File: config.mk
export PLATFORM = sky130hd
export DESIGN_NAME = serial_adder_flat
export DESIGN_NICKNAME = d
export VERILOG_FILES = /design/src/rtl/serial_adder_pkg.sv /design/src/rtl/serial_adder_if.sv /design/src/rtl/serial_adder_full_adder_bit.sv /design/src/rtl/serial_adder.sv /design/src/flat_wrapper.sv
export SDC_FILE = /design/constraint.sdc
export NUM_CORES = 1
export LEC_CHECK = 0
export BUFFER_PORTS_ARGS = -buffer_cell sky130_fd_sc_hd__buf_2
export CELL_PAD_IN_SITES_DETAIL_PLACEMENT = 0
export CELL_PAD_IN_SITES_GLOBAL_PLACEMENT = 2
export CORE_AREA = 2 2 68 70
export CTS_CLUSTER_DIAMETER = 40
export CTS_CLUSTER_SIZE = 24
export DETAILED_ROUTE_END_ITERATION = 10
export DIE_AREA = 0 0 70 72
export PLACE_DENSITY = 0.8
export RECOVER_POWER = 50
export SETUP_SLACK_MARGIN = 0.5
export SLEW_MARGIN = 40
export SYNTH_ARGS = -nofsm -noshare
export SYNTH_HDL_FRONTEND = slang
export SYNTH_SLANG_ARGS = --single-unit
File: constraint.sdc
create_clock -name clk -period 1.5 [get_ports clk]
set_input_delay 0 -clock clk [delete_from_list [all_inputs] [get_ports clk]]
set_output_delay 0 -clock clk [all_outputs]
set_load 0.02 [all_outputs]
File: src/rtl/serial_adder_pkg.sv
// serial_adder_pkg
//   Shared types and constants for the bit-serial adder.
//   sa_state_t       : control FSM encoding (IDLE, RUN, DONE)
//   SA_DEFAULT_WIDTH : default operand/sum width in bits
package serial_adder_pkg;

  typedef enum logic [1:0] {
    IDLE = 2'd0,
    RUN  = 2'd1,
    DONE = 2'd2
  } sa_state_t;

  localparam int SA_DEFAULT_WIDTH = 8;

endpackage : serial_adder_pkg

File: src/rtl/serial_adder_if.sv
// serial_adder_if
//   Request/result bundle between a requester and the bit-serial adder.
//   start : request, load a/b and begin an add
//   a, b  : operands, sampled when start is accepted
//   busy  : high while the add is in progress
//   done  : one-cycle pulse, sum/cout valid
//   sum   : WIDTH-bit result, held until the next accepted start
//   cout  : carry-out of the MSB, held with sum
//   modport master : requester side; modport slave : adder side
interface serial_adder_if
  import serial_adder_pkg::*;
#(
  parameter int WIDTH = SA_DEFAULT_WIDTH
);

  logic             start;
  logic [WIDTH-1:0] a;
  logic [WIDTH-1:0] b;
  logic             busy;
  logic             done;
  logic [WIDTH-1:0] sum;
  logic             cout;

  modport master (
    output start, a, b,
    input  busy, done, sum, cout
  );

  modport slave (
    input  start, a, b,
    output busy, done, sum, cout
  );

endinterface : serial_adder_if

File: src/rtl/serial_adder_full_adder_bit.sv
// halfadder
//   One-bit half adder: a_i, b_i -> s_o (xor), c_o (and).
// full_adder_bit
//   One-bit full adder built from two half adders; the two half-adder
//   carries can never both be 1, so an OR combines them.
//   a_i, b_i, cin_i : addend bits and carry-in
//   s_o, cout_o     : sum bit and carry-out
module halfadder (
  input  logic a_i,
  input  logic b_i,
  output logic s_o,
  output logic c_o
);

  assign s_o = a_i ^ b_i;
  assign c_o = a_i & b_i;

endmodule : halfadder

module full_adder_bit (
  input  logic a_i,
  input  logic b_i,
  input  logic cin_i,
  output logic s_o,
  output logic cout_o
);

  logic s1;
  logic c1;
  logic c2;

  halfadder u_ha0 (
    .a_i (a_i),
    .b_i (b_i),
    .s_o (s1),
    .c_o (c1)
  );

  halfadder u_ha1 (
    .a_i (s1),
    .b_i (cin_i),
    .s_o (s_o),
    .c_o (c2)
  );

  assign cout_o = c1 | c2;

endmodule : full_adder_bit

File: src/rtl/serial_adder.sv
// serial_adder
//   Bit-serial WIDTH-bit adder. An accepted start captures a/b, then one
//   bit is added per clock LSB first through a single full_adder_bit and a
//   carry flip-flop. After WIDTH bit cycles, sum/cout are valid and done
//   pulses for one cycle. A new start is accepted in IDLE or DONE.
//   clk : rising-edge clock
//   rst : asynchronous active-high reset
//   bus : serial_adder_if.slave (start, a, b in; busy, done, sum, cout out)
module serial_adder
  import serial_adder_pkg::*;
#(
  parameter int WIDTH = SA_DEFAULT_WIDTH
) (
  input  logic           clk,
  input  logic           rst,
  serial_adder_if.slave  bus
);

  localparam int CNT_W = $clog2(WIDTH);
  localparam logic [CNT_W-1:0] LAST_BIT = CNT_W'(WIDTH - 1);

  sa_state_t        state_q, state_d;
  logic [WIDTH-1:0] a_q, a_d;
  logic [WIDTH-1:0] b_q, b_d;
  logic [WIDTH-1:0] sum_q, sum_d;
  logic             carry_q, carry_d;
  logic             cout_q, cout_d;
  logic [CNT_W-1:0] cnt_q, cnt_d;

  logic             fa_s;
  logic             fa_c;

  full_adder_bit u_fa (
    .a_i    (a_q[0]),
    .b_i    (b_q[0]),
    .cin_i  (carry_q),
    .s_o    (fa_s),
    .cout_o (fa_c)
  );

  always_ff @(posedge clk or posedge rst) begin
    if (rst) begin
      state_q <= IDLE;
      a_q     <= '0;
      b_q     <= '0;
      sum_q   <= '0;
      carry_q <= 1'b0;
      cout_q  <= 1'b0;
      cnt_q   <= '0;
    end else begin
      state_q <= state_d;
      a_q     <= a_d;
      b_q     <= b_d;
      sum_q   <= sum_d;
      carry_q <= carry_d;
      cout_q  <= cout_d;
      cnt_q   <= cnt_d;
    end
  end

  always_comb begin
    state_d = state_q;
    a_d     = a_q;
    b_d     = b_q;
    sum_d   = sum_q;
    carry_d = carry_q;
    cout_d  = cout_q;
    cnt_d   = cnt_q;

    unique case (state_q)
      // DONE accepts a start exactly like IDLE, giving WIDTH+1 cycle throughput
      IDLE, DONE: begin
        state_d = IDLE;
        if (bus.start) begin
          a_d     = bus.a;
          b_d     = bus.b;
          carry_d = 1'b0;
          cnt_d   = '0;
          state_d = RUN;
        end
      end
      RUN: begin
        // Sum fills from the MSB, so after WIDTH shifts bit 0 sits at bit 0
        sum_d   = {fa_s, sum_q[WIDTH-1:1]};
        a_d     = a_q >> 1;
        b_d     = b_q >> 1;
        carry_d = fa_c;
        cnt_d   = cnt_q + 1'b1;
        if (cnt_q == LAST_BIT) begin
          cout_d  = fa_c;
          cnt_d   = '0;
          state_d = DONE;
        end
      end
      default: state_d = IDLE;
    endcase
  end

  assign bus.busy = (state_q == RUN);
  assign bus.done = (state_q == DONE);
  assign bus.sum  = sum_q;
  assign bus.cout = cout_q;

endmodule : serial_adder

File: src/flat_wrapper.sv
// flat-port wrapper written by rule: the top's interface ports become plain ports
module serial_adder_flat import serial_adder_pkg::*;
#(
  parameter int WIDTH = SA_DEFAULT_WIDTH
)
  (clk, rst, bus_start, bus_a, bus_b, bus_busy, bus_done, bus_sum, bus_cout);
  serial_adder_if #(.WIDTH(WIDTH)) bus_i ();
  input  logic clk;
  input  logic rst;
  input wire logic [$bits(bus_i.start)-1:0] bus_start;
  input wire logic [$bits(bus_i.a)-1:0] bus_a;
  input wire logic [$bits(bus_i.b)-1:0] bus_b;
  output wire logic [$bits(bus_i.busy)-1:0] bus_busy;
  output wire logic [$bits(bus_i.done)-1:0] bus_done;
  output wire logic [$bits(bus_i.sum)-1:0] bus_sum;
  output wire logic [$bits(bus_i.cout)-1:0] bus_cout;
  assign bus_i.start = bus_start;
  assign bus_i.a = bus_a;
  assign bus_i.b = bus_b;
  assign bus_busy = bus_i.busy;
  assign bus_done = bus_i.done;
  assign bus_sum = bus_i.sum;
  assign bus_cout = bus_i.cout;
  serial_adder #(.WIDTH(WIDTH)) u_core (.clk(clk), .rst(rst), .bus(bus_i));
endmodule
## Yosys cells after proc, flatten, opt, wreduce, memory -nomap -nowiden

Cells that the tools add are included.

- Flip-flop bits (word level): 31
- Output and inout port bits: 11
- Logic and storage cells: 35

- Add/subtract/negate cells: 1
- Eq/ne operators: 5
- Multiplexer cells: 12
- Bitwise gates (word level): 5
- Reduce and logical (&&, ||, !) cells: 5

Operators by type and width:

| kind | count |
|---|---|
| $pmux W8 S2 | 2 |
| $mux W8 | 2 |
| $mux W3 | 2 |
| $pmux W3 S2 | 1 |
| $pmux W2 S2 | 1 |
| $reduce_and A2 Y1 | 2 |
| $add A3 B1 Y3 const B | 1 |
| $eq A3 B3 Y1 const B | 1 |
| $and A1 B1 Y1 | 2 |
| $eq A2 B1 Y1 const B | 1 |
| $eq A2 B2 Y1 const B | 1 |
| $logic_not A2 Y1 | 1 |
| $mux W1 | 2 |
| $mux W2 | 1 |
| $ne A2 B1 Y1 const B | 1 |
| $ne A2 B2 Y1 const B | 1 |
| $pmux W1 S2 | 1 |
| $reduce_bool A2 Y1 | 1 |
| $reduce_or A2 Y1 | 1 |
| $xor A1 B1 Y1 | 2 |
| $or A1 B1 Y1 | 1 |

## Logic depth before layout (Yosys ltp)

- Word-level depth: 4
- Depth in mapped cells: 6
- Mapped depth without buffers: 4

## By module

From an unflattened synthesis, not the netlist that was laid out.

- Cell total of the unflattened synthesis: 132
- Area, all modules: 1352.5 um^2

Modules (own cells, without submodules):

| module | instances | cells an instance | area an instance (um^2) | sequential area each (um^2) |
|---|---|---|---|---|
| serial_adder | 1 | 129 | 1321.3 | 775.7 |
| halfadder | 2 | 1 | 12.5 | 0.0 |
| full_adder_bit | 1 | 1 | 6.3 | 0.0 |

## Least setup slack after synthesis

No wires, ideal clock.

- Path type: register to register
- From: register u_core.a_q[0]
- To: register u_core.carry_q
- Setup time: 0.121 ns
- Arrival time: 1.233 ns
- Setup slack: 0.146 ns
- Stages on the path, launching flop included: 4
- Buffers on the path: 0
- Clock period less this slack: 1.354 ns
- Path through: dfrtp_1 -> fa_1 -> mux2_2 -> a22o_1

- Longest elaborated chain between the ends: 4
- Elaborated cells between the ends (all ways): 5

RTL lines:

| item | line | source |
|---|---|---|
| start: declaration | serial_adder.sv:23 | `logic [WIDTH-1:0] a_q, a_d;` |
| start signal: assignment | serial_adder.sv:44 | `a_q <= '0;` |
| start signal: assignment | serial_adder.sv:52 | `a_q <= a_d;` |
| $xor A1 B1 Y1 | serial_adder_full_adder_bit.sv:15 | `assign s_o = a_i ^ b_i;` |
| $and A1 B1 Y1 | serial_adder_full_adder_bit.sv:16 | `assign c_o = a_i & b_i;` |
| $or A1 B1 Y1 (*) | serial_adder_full_adder_bit.sv:46 | `assign cout_o = c1 \| c2;` |
| named net u_core.fa_c | serial_adder.sv:31 | `logic fa_c;` |
| $pmux W1 S2 (*) | serial_adder.sv:70 | `unique case (state_q)` |
| end signal: assignment | serial_adder.sv:55 | `carry_q <= carry_d;` |
| end: declaration | serial_adder.sv:26 | `logic carry_q, carry_d;` |

The timed path passes the listed nets; every way through them passes the cells marked *.
A chain may end at the register's enable or synchronous reset.

## Worst setup path in the final report

- From: register u_core.carry_q
- To: register u_core.carry_q

- Longest elaborated chain between the ends: 3

RTL lines:

| item | line |
|---|---|
| $and A1 B1 Y1 | serial_adder_full_adder_bit.sv:16 |
| $or A1 B1 Y1 | serial_adder_full_adder_bit.sv:46 |
| named net u_core.fa_c | serial_adder.sv:31 |
| $pmux W1 S2 | serial_adder.sv:70 |

The timed path passes the listed nets, and every way through them passes these cells.

==> results_dict.tcl <==
set metrics [dict create \
    place_congestion 0.741 \
    die_h_microns 72 \
    fp-row-count 24 \
    seq_area_frac_synth_pct 57.8 \
    via_per_inst 4.87 \
    ant_nets 0 \
    timing.final.crit_period_ns 1.34 \
    nFillCells 386 \
    clkSlewWorstSetupHoldPaths_ns 0.07 \
    antenna_found_initial 0 \
    hold_ws_ns -0.00892 \
    yosysTopAreaCell "dfrtp_1" \
    regArea_sq_um 777 \
    post-synth-top-count-cell "dfrtp_1" \
    grt_start_max_net_pins 32 \
    criticalPathCategory "reg2reg" \
    wire_per_inst_microns 14.8 \
    synth_area_sq_um 1340 \
    relSlewSlack_pct 47.8 \
    synth_cells 131 \
    syn_avg_cell_area_sq_um 10.2 \
    finalSetupTns_ns 0 \
    route.detailed.drc 0 \
    critPathRequiredTime_ns 1.67 \
    maxSlewViolCount 0 \
    skew_ns 0.00510 \
    drive_above_1_share_pct 50.7 \
    crit_arrival_ns 1.51 \
    area_growth_syn_to_layout_pct 72.5 \
    dieWidth_microns 70 \
    synth.top_cells.by_area "dfrtp_1 (58%), nand2_1 (6.7%), o22ai_1 (6.1%)" \
    cts.sinks 31 \
    synth_commonest_cells "dfrtp_1 (31), nand2_1 (24), nor2_1 (15), nor3_1 (13), o22ai_1 (13)" \
    startpoint_type "register" \
    initial_core_util_pct 31.5 \
    ios 30 \
    overflow 0 \
    fin_crit_sh_pct 89.2 \
    hpwlAfterDp_microns 2040 \
    ys_warn_count 0 \
    path_max_fanout 2 \
    ys_ff_latch 31 \
    status "finished with violations" \
    cts_tree "done" \
    dp_worst_setup_slack_ns 0.136 \
    nNetsFinal 222 \
    tightest_slew_ns 0.783 \
    core_sq_um 4260 \
    grt_pass1_vias 1185 \
    cts_buffer_depth 2 \
    synth_flop_cell "dfrtp_1" \
    setup_viol 0 \
    grt_pass1_wl_microns 5490 \
    die_area_sq_um 5040 \
    rsz0062_at_grt "yes" \
    wl_microns 3760 \
    drv_cap 0 \
    htreeDepth 2 \
    crit_path_end_kind "register" \
    hold_viol 4 \
    antenna_cells 0 \
    max_freq_ghz 0.748 \
    power.density_nw_per_um2 2280 \
    syn_nets 153 \
    async_flop_share_pct 100 \
    violations "negative hold slack" \
    vdd_drop_max_mv 0.830 \
    hold_path.class "in2reg" \
    setup_slack_ns 0.162 \
    dr.pass1.iters 4 \
    cts_inserted_buffers 5 \
    yosys.area.top_type_share_pct 57.8 \
    leakage_nw 1.06 \
    vias 1233 \
    globalRouteTotalUtil_pct 13.9 \
    cts_root_buffer "clkbuf_8" \
    clk_latency_ns 0.28 \
    ys_types 26 \
    port_buffers 29 \
    multi_input_comb_area_sq_um 707 \
    dr.first_iter.drc_count 44 \
    synth_edf_count 0 \
]
[state kept, by name, summed over array words and instances, names as in the netlist]
signal	cells
u_core.a_q	8
u_core.cnt_q	3
u_core.state_q	2
u_core.b_q	8
u_core.carry_q	1
u_core.bus.cout	1
u_core.bus.sum	8
[cell usage in the layout (no fill, tap or decap), types with 3 or more instances in the layout]
cell type,instances
a22o_1,4
buf_12,7
buf_2,22
buf_4,14
buf_6,9
clkbuf_1,7
clkbuf_16,3
clkbuf_8,5
dfrtp_1,30
dlygate4sd3_1,7
nand2_1,14
nand2_2,10
nor2_1,13
nor3_2,4
nor3_4,7
o22ai_1,13
[per-layer routing]
layer | GRT usage [%] | vias to the layer above | part of all wire (%)
met5 | 0 | - | 0
met3 | 4.31 | 6 | 5.4
met1 | 17.5 | 593 | 42
met4 | 4.49 | 0 | 1.3
li1 | - | 592 | -
met2 | 23.3 | 42 | 51
[report_power, final]
group	total [mW]	leakage (nW)	internal, mW	switching, mW
logic	3.06	0.641	1.71	1.35
registers	1.59	0.378	1.24	0.348
clock network	0.626	0.0422	0.325	0.301
[layout make-up]
class | instances | area share (%)
Tap cell | 52 | 2.81
Multi-Input combinational cell | 90 | 30.6
Sequential cell | 31 | 33.6
Timing Repair Buffer | 70 | 28.9
Inverter | 2 | 0.649
Clock inverter | 1 | 0.216
Clock buffer | 7 | 3.30
[path summary, 6_finish.rpt]
check | startpoint | to | slack [ns] | depth (start not counted)
worst max-delay path | u_core.carry_q | u_core.carry_q | 0.16 | 3
worst min register to register | u_core.bus.sum[0] | u_core.bus.sum[0] | 0.48 | 2
worst min-delay path | bus_a[4] | u_core.a_q[4] | -0.009 | 3
min in group asynchronous | rst | u_core.bus.sum[1] | 0.48 | 4
worst max register to register | u_core.carry_q | u_core.carry_q | 0.16 | 3
max in group asynchronous | rst | u_core.state_q[0] | 0.47 | 4
[cells by family after synthesis]
group | Yosys count | synth area share [%]
flip-flops | 31 | 57.8
AO/OA/AOI/OAI | 23 | 11.6
adder cells (fa/ha/maj) | 3 | 3.36
buffers and inverters | 10 | 3.64
multiplexers | 5 | 4.29
AND/OR/NAND/NOR | 59 | 19.3
[critical path, stage by stage (launching register included)]
cell,delay (ns)
dfrtp_1,0.40
fa_2,0.39
mux2_2,0.26
a22o_1,0.17
[per-stage QoR]
step | hold slack [ns] | cell area (sq um) | power (mW) | util [%] | cells
global placement | 0.0967 | 1610 | 3.11 | 37.7 | 210
finish | -0.00892 | 2310 | 5.27 | 54.3 | 253
detailed placement | 0.102 | 1610 | 3.18 | 37.7 | 210
global route | 0.0128 | 2310 | 5.63 | 54.3 | 253
CTS | 0.000246 | 1930 | 4.23 | 45.2 | 236
floorplan | 0.104 | 1410 | 2.80 | - | 131
[repair_timing]
item,in CTS,in global routing
setup endpoints to repair,32,33
pin swaps,3,17
cloned,1,4
endpoints found under the hold margin,37,0
gates resized for setup,13,49
setup buffers,10,13
hold buffers,7,0
No activity file was read; power rests on OpenSTA's default activity.
